<file path="src/rtl/decode_stage.sv">
`default_nettype none
// ----------------------------------------------------------------------------
// decode_stage : RV32I instruction decoder behind one registered valid/ready stage
// Revision     : 1.0
// ----------------------------------------------------------------------------
module decode_stage #(
   parameter int XLEN  = 32,
   parameter int CNT_W = 8
) (
   input  logic             clk,
   input  logic             rst,
   input  logic             in_valid,
   output logic             in_ready,
   input  logic [31:0]      instr,
   input  logic [XLEN-1:0]  pc,
   input  logic             flush,
   output logic             out_valid,
   input  logic             out_ready,
   output logic [XLEN-1:0]  pc_out,
   output logic [4:0]       rd,
   output logic [4:0]       rs1,
   output logic [4:0]       rs2,
   output logic [XLEN-1:0]  imm,
   output logic [3:0]       alu_op,
   output logic [1:0]       a_sel,
   output logic             alu_src,
   output logic             rf_we,
   output logic             mem_we,
   output logic             mem_re,
   output logic [2:0]       mem_size,
   output logic             branch,
   output logic [2:0]       br_funct3,
   output logic             jump,
   output logic             jump_reg,
   output logic             illegal,
   output logic [CNT_W-1:0] illegal_cnt
);

   localparam logic [6:0] c_op_imm = 7'b0010011;
   localparam logic [6:0] c_op     = 7'b0110011;
   localparam logic [6:0] c_load   = 7'b0000011;
   localparam logic [6:0] c_store  = 7'b0100011;
   localparam logic [6:0] c_branch = 7'b1100011;
   localparam logic [6:0] c_jal    = 7'b1101111;
   localparam logic [6:0] c_jalr   = 7'b1100111;
   localparam logic [6:0] c_lui    = 7'b0110111;
   localparam logic [6:0] c_auipc  = 7'b0010111;

   typedef struct packed {
      logic [XLEN-1:0] pc;
      logic [4:0]      rd;
      logic [4:0]      rs1;
      logic [4:0]      rs2;
      logic [XLEN-1:0] imm;
      logic [3:0]      alu_op;
      logic [1:0]      a_sel;
      logic            alu_src;
      logic            rf_we;
      logic            mem_we;
      logic            mem_re;
      logic [2:0]      funct3;
      logic            branch;
      logic            jump;
      logic            jump_reg;
      logic            illegal;
   } bundle_t;

   bundle_t          dec;
   bundle_t          bundle_d, bundle_q;
   logic             out_valid_d, out_valid_q;
   logic [CNT_W-1:0] illegal_cnt_d, illegal_cnt_q;

   logic [2:0]      funct3;
   logic [6:0]      funct7;
   logic [XLEN-1:0] imm_i, imm_s, imm_b, imm_j, imm_u;
   logic            capture;

   assign funct3 = instr[14:12];
   assign funct7 = instr[31:25];

   assign imm_i = {{(XLEN-12){instr[31]}}, instr[31:20]};
   assign imm_s = {{(XLEN-12){instr[31]}}, instr[31:25], instr[11:7]};
   assign imm_b = {{(XLEN-13){instr[31]}}, instr[31], instr[7], instr[30:25], instr[11:8], 1'b0};
   assign imm_j = {{(XLEN-21){instr[31]}}, instr[31], instr[19:12], instr[20], instr[30:21], 1'b0};

   generate
      if (XLEN > 32) begin : g_imm_u_wide
         assign imm_u = {{(XLEN-32){instr[31]}}, instr[31:12], 12'b0};
      end else begin : g_imm_u_narrow
         assign imm_u = {instr[31:12], 12'b0};
      end
   endgenerate

   always_comb begin
      dec          = '0;
      dec.pc       = pc;
      dec.rd       = instr[11:7];
      dec.rs1      = instr[19:15];
      dec.rs2      = instr[24:20];
      dec.funct3   = funct3;
      unique case (instr[6:0])
         c_op_imm: begin
            dec.imm     = imm_i;
            dec.alu_src = 1'b1;
            dec.rf_we   = 1'b1;
            dec.alu_op  = {(funct3 == 3'b101) ? instr[30] : 1'b0, funct3};
            if ((funct3 == 3'b001 && funct7 != 7'h00) ||
                (funct3 == 3'b101 && funct7 != 7'h00 && funct7 != 7'h20)) begin
               dec.illegal = 1'b1;
            end
         end
         c_op: begin
            if (funct7 == 7'h00) begin
               dec.alu_op = {1'b0, funct3};
               dec.rf_we  = 1'b1;
            end else if (funct7 == 7'h20 && (funct3 == 3'b000 || funct3 == 3'b101)) begin
               dec.alu_op = {1'b1, funct3};
               dec.rf_we  = 1'b1;
            end else begin
               dec.illegal = 1'b1;
            end
         end
         c_load: begin
            dec.imm     = imm_i;
            dec.alu_src = 1'b1;
            unique case (funct3)
               3'b000, 3'b001, 3'b010, 3'b100, 3'b101: begin
                  dec.rf_we  = 1'b1;
                  dec.mem_re = 1'b1;
               end
               default: dec.illegal = 1'b1;
            endcase
         end
         c_store: begin
            dec.imm     = imm_s;
            dec.alu_src = 1'b1;
            if (funct3 == 3'b000 || funct3 == 3'b001 || funct3 == 3'b010) begin
               dec.mem_we = 1'b1;
            end else begin
               dec.illegal = 1'b1;
            end
         end
         c_branch: begin
            dec.imm = imm_b;
            if (funct3 == 3'b010 || funct3 == 3'b011) begin
               dec.illegal = 1'b1;
            end else begin
               dec.branch = 1'b1;
            end
         end
         c_jal: begin
            dec.imm   = imm_j;
            dec.jump  = 1'b1;
            dec.rf_we = 1'b1;
            dec.a_sel = 2'b01;
         end
         c_jalr: begin
            dec.imm     = imm_i;
            dec.alu_src = 1'b1;
            if (funct3 == 3'b000) begin
               dec.jump_reg = 1'b1;
               dec.rf_we    = 1'b1;
            end else begin
               dec.illegal = 1'b1;
            end
         end
         c_lui: begin
            dec.imm     = imm_u;
            dec.a_sel   = 2'b10;
            dec.alu_src = 1'b1;
            dec.rf_we   = 1'b1;
         end
         c_auipc: begin
            dec.imm     = imm_u;
            dec.a_sel   = 2'b01;
            dec.alu_src = 1'b1;
            dec.rf_we   = 1'b1;
         end
         default: dec.illegal = 1'b1;
      endcase
      // An illegal encoding must never leave a side-effecting strobe set.
      if (dec.illegal) begin
         dec.rf_we    = 1'b0;
         dec.mem_we   = 1'b0;
         dec.mem_re   = 1'b0;
         dec.branch   = 1'b0;
         dec.jump     = 1'b0;
         dec.jump_reg = 1'b0;
      end
   end

   assign in_ready = !out_valid_q || out_ready;
   assign capture  = in_valid && in_ready && !flush;

   always_comb begin
      out_valid_d   = out_valid_q;
      bundle_d      = bundle_q;
      illegal_cnt_d = illegal_cnt_q;
      if (flush) begin
         out_valid_d = 1'b0;
      end else if (capture) begin
         out_valid_d = 1'b1;
         bundle_d    = dec;
         if (dec.illegal && illegal_cnt_q != {CNT_W{1'b1}}) begin
            illegal_cnt_d = illegal_cnt_q + CNT_W'(1);
         end
      end else if (out_ready) begin
         out_valid_d = 1'b0;
      end
   end

   always_ff @(posedge clk) begin
      if (rst) begin
         out_valid_q   <= 1'b0;
         bundle_q      <= '0;
         illegal_cnt_q <= '0;
      end else begin
         out_valid_q   <= out_valid_d;
         bundle_q      <= bundle_d;
         illegal_cnt_q <= illegal_cnt_d;
      end
   end

   assign out_valid   = out_valid_q;
   assign pc_out      = bundle_q.pc;
   assign rd          = bundle_q.rd;
   assign rs1         = bundle_q.rs1;
   assign rs2         = bundle_q.rs2;
   assign imm         = bundle_q.imm;
   assign alu_op      = bundle_q.alu_op;
   assign a_sel       = bundle_q.a_sel;
   assign alu_src     = bundle_q.alu_src;
   assign mem_size    = bundle_q.funct3;
   assign br_funct3   = bundle_q.funct3;
   // Register contents linger after consume, so strobes are qualified here.
   assign rf_we       = out_valid_q && bundle_q.rf_we;
   assign mem_we      = out_valid_q && bundle_q.mem_we;
   assign mem_re      = out_valid_q && bundle_q.mem_re;
   assign branch      = out_valid_q && bundle_q.branch;
   assign jump        = out_valid_q && bundle_q.jump;
   assign jump_reg    = out_valid_q && bundle_q.jump_reg;
   assign illegal     = out_valid_q && bundle_q.illegal;
   assign illegal_cnt = illegal_cnt_q;

endmodule
`default_nettype wire

</file>
<file path="config.mk">
export PLATFORM = sky130hd
export DESIGN_NAME = decode_stage
export DESIGN_NICKNAME = d
export VERILOG_FILES = /design/src/rtl/decode_stage.sv
export SDC_FILE = /design/constraint.sdc
export NUM_CORES = 1
export LEC_CHECK = 0
export BUFFER_PORTS_ARGS = -buffer_cell sky130_fd_sc_hd__buf_2
export CAP_MARGIN = 25
export CORE_MARGIN = 2
export CORE_UTILIZATION = 52
export CTS_BUF_LIST = sky130_fd_sc_hd__clkbuf_4
export DETAILED_ROUTE_END_ITERATION = 8
export PLACE_DENSITY = 0.82
export SLEW_MARGIN = 40
export SYNTH_ARGS = -nofsm -noshare
export SYNTH_HDL_FRONTEND = slang
export SYNTH_SLANG_ARGS = --single-unit
</file>
<file path="constraint.sdc">
create_clock -name clk -period 2.4 [get_ports clk]
set_input_delay 0.24 -clock clk [delete_from_list [all_inputs] [get_ports clk]]
set_output_delay 0.24 -clock clk [all_outputs]
set_load 0.005 [all_outputs]
</file>
==> key figures <==
Worst setup path
  • R2R depth: 6
  • R2r setup slk: between 0.3 and 0.4 ns
  • Worst flop-to-flop path endpoint: imm[7]
  • Max incr delay on CP: 0.54 ns
  • CP endpoint kind: flop
  • Most used cell, CP: nor2_1
  • CP Cell Sequence: nor2b_1 -> inv_1 -> nand3b_1 -> nor2_1 -> a22oi_1 -> nor2_1
  • Worst r2r src: out_valid
  • CP max-delay cell: nand3b_1
  • CP Data Required Time: between 2 and 3 ns
  • Crit start category: flop
  • Worst Setup Path Type: reg2reg
  • Critical Path Fanout Max: 11
  • Worst Path Arrival: 2.40 ns

Synth
  • Yosys reg bits: 105
  • Post-synth EDFFs: 0
  • Avg Inst Size Synth: 7.86 um^2
  • Biggest area consumer among synthesized cells: dfxtp_1
  • Syn Std Cell Area: around 5200 um^2
  • Ys Warns: 0
  • Mapped Cells: 659
  • Post-synth top area share: 0.406
  • Synth Net Count: between 700 and 800
  • Most common cell in the netlist: nand2_1
  • Post-synth ARST share: 0
  • Sequential fraction of the synthesis area: 0.406
  • Ys flop type: dfxtp_1
  • Synth unique cells: 55
  • Largest cells by area after synthesis: dfxtp_1, buf_4, nand2_1
  • Commonest cells in the netlist: nand2_1, dfxtp_1, buf_4, a21oi_1, nor2_1

Power
  • Sequential power share: 0.555
  • Psw: just under 900 uW
  • Combinational share of power: 0.127
  • Static Leak: 2.60 nW
  • P_int: 2.41 mW
  • Sw Ratio: 0.264
  • PD cells: 544 nW/um^2
  • Max VDD drop: 0.339 mV
  • Clock share of power: 0.318

Finish
  • Fillers: 902
  • N_diodes: 0
  • Area occupied by multi-input gates: between 2000 and 2500 um^2
  • Final core occ: 0.618
  • Area grow syn2layout: 16.0%
  • Design Area, Final: between 6000 and 7000 um^2
  • Fraction of layout cells with a size suffix above 1: 0.305
  • Register area: about 2100 um^2
  • Final #Nets: 829

Timing
  • Slew Limit Headroom: 0.479
  • Tcrit/Tclk final: 0.856
  • Final WS setup: 0.346 ns
  • Highest Clock Rate: around 490 MHz
  • Final setup violation count: 0
  • Slew Limit Fails: 0
  • Fin crit period: 2.05 ns
  • Final Skew: 0.0188 ns
  • RSZ-0062 raised after global routing: no
  • Fin. Hold Viols: 0
  • Setup TNS: 0 ns
  • Actual slew at the worst max-slew pin: slightly below 0.8 ns
  • Hold_ws: 0.0298 ns

Min path
  • Hold Crit Start: pc[30]
  • Hold path endpoint: pc_out[30]
  • Hold depth: 3
  • Worst hold path type: in2reg

Drt
  • WL final: about 14000 um
  • Pre-antenna DRT Iters: 5
  • DRC: 0
  • Routed Antenna Nets: 0
  • DR vias: around 4800
  • Drt wl/cell: roughly 15 um
  • Initial drt markers: 287
  • Vias per inst: approximately 5.4

GRT
  • Initial antenna violation count: 0
  • Total gr overflow: 0
  • First-pass GRT wire length: 22000 um
  • Largest net degree at the start of global routing: 59
  • Tot GR Track Use: 0.247
  • Vias in the first global route: around 4500

Place
  • Setup Slack @ Placement: 0.0372 ns
  • Detail Placement HPWL: 9680 um
  • Placed inst area: 5610 um^2
  • GP Congestion: around 0.87
  • I/O Buffers: roughly 180

Clock network
  • Root Buffer: clkbuf_4
  • Post-CTS Setup Inserts: 0
  • Worst skew pair latency: 0.46 ns
  • Post_cts resized: 0
  • CTS tree: yes
  • Clock transition at the registers of the reported paths: 0.16 ns
  • Number of H-tree levels: 3
  • TritonCTS Sinks: between 100 and 150
  • Clock Path Buffers: 2
  • Num CTS Buffers: 9

Floorplanning
  • # IOs: ~180
  • FP Rows: 36
  • Core area: 9730 um^2
  • Initial Utilization: 0.533
  • Die area: 10800 um^2
  • Chip Height: 104 um
  • Die width: 104 um

Run status
  • Outcome: complete, no violations

Job
  • Max cap viols: 0
cells by family (layout without fill, tap and decap cells):
group,after synthesis,count (layout),share of synthesized area
and+or+nand+nor,255,255,0.222
muxes,6,6,0.0126
buffers and inverters,141,245,0.172
adders and majority gates,1,1,0.00241
AOI/OAI and AO/OA,150,150,0.184
xor gates and xnor gates,1,1,0.00169
DFF,105,105,0.406
stage by stage:
stage                     power (mW)  instances
final                           3.27        896
after CTS                       3.30        896
after floorplan                 2.10        659
after detailed placement        2.24        858
after global placement          2.22        858
after global routing            3.41        896
metal layers:
metal / routed length [um] / vias to the layer above / track usage / share of wire
met1: 5790 / 2206 / 0.311 / 0.43
met4: 527 / 0 / 0.116 / 0.039
met3: 848 / 42 / 0.0453 / 0.063
li1: - / 2323 / - / -
met5: 0 / - / 0 / 0
met2: 6380 / 228 / 0.408 / 0.47
sequential cells by signal (all words and copies together) (netlist names):
register     flops
bundle_q         7
out_valid        1
rd               5
a_sel            2
imm             32
illegal_cnt      8
rs1              5
alu_src          1
rs2              5
pc_out          32
alu_op           4
br_funct3        3
worst max-delay path by stage:
stage	from	end	slack (ns)
finish	out_valid	imm[7]	0.35
global placement	instr[6]	illegal_cnt[4]	0.10
CTS	out_valid	imm[7]	0.34
floorplan	instr[6]	illegal_cnt[0]	0.29
global route	out_valid	imm[7]	0.15
detailed placement	instr[6]	illegal_cnt[4]	0.04
placed cells by master, fill, tap and decap left out, types with 2 or more instances in the layout:
| cell type | Yosys | routed |
|---|---|---|
| or2_2 | 2 | 2 |
| a2bb2oi_1 | 13 | 13 |
| or4_1 | 3 | 3 |
| mux2i_1 | 2 | 2 |
| dfxtp_1 | 105 | 105 |
| buf_2 | 5 | 176 |
| a21oi_1 | 88 | 88 |
| inv_1 | 6 | 6 |
| nor4_1 | 5 | 4 |
| nor3_1 | 11 | 11 |
| bufinv_16 | 0 | 2 |
| mux2_2 | 4 | 4 |
| clkinv_4 | 0 | 2 |
| dlygate4sd3_1 | 0 | 23 |
| nor2_1 | 38 | 38 |
| o21ai_0 | 5 | 5 |
| buf_12 | 0 | 4 |
| nor2b_1 | 10 | 10 |
| nand3b_1 | 3 | 3 |
| nand3_1 | 13 | 13 |
| nand4b_1 | 2 | 2 |
| nand2b_1 | 4 | 4 |
| and2_1 | 8 | 8 |
| nand2_1 | 143 | 143 |
| a21o_1 | 12 | 12 |
| a211oi_1 | 6 | 6 |
| a22oi_1 | 10 | 10 |
| nand4_1 | 4 | 4 |
| o31ai_1 | 2 | 2 |
| clkbuf_4 | 0 | 9 |
| buf_4 | 92 | 21 |
layout make-up:
cell class	instances	share of cell area
Clock buffer	9	0.0112
Inverter	6	0.00375
Timing Repair Buffer	224	0.224
Clock inverter	6	0.0171
Tap cell	133	0.0277
Multi-Input combinational cell	413	0.366
Sequential cell	105	0.350
critical path, delay by kind of cell, from the launching register on:
kind            cells  cell delay, ns
buf+inv             1            0.09
flops               1            0.49
compound gates      1            0.22
simple gates        4            1.16
power groups by stage:
stage	combinational [mW]	sequential, mW	clock, mW
2_1_floorplan	0.254	1.85	0
3_3_place_gp	0.373	1.85	0
3_5_place_dp	0.382	1.85	0
4_1_cts	0.412	1.82	1.07
5_1_grt	0.455	1.82	1.13
6_report	0.416	1.82	1.04
repair_timing:
action                                 CTS  global route
hold buffers                            23             0
setup endpoints to repair                0             0
endpoints found under the hold margin   23             0
No activity file was read; power rests on OpenSTA's default activity.
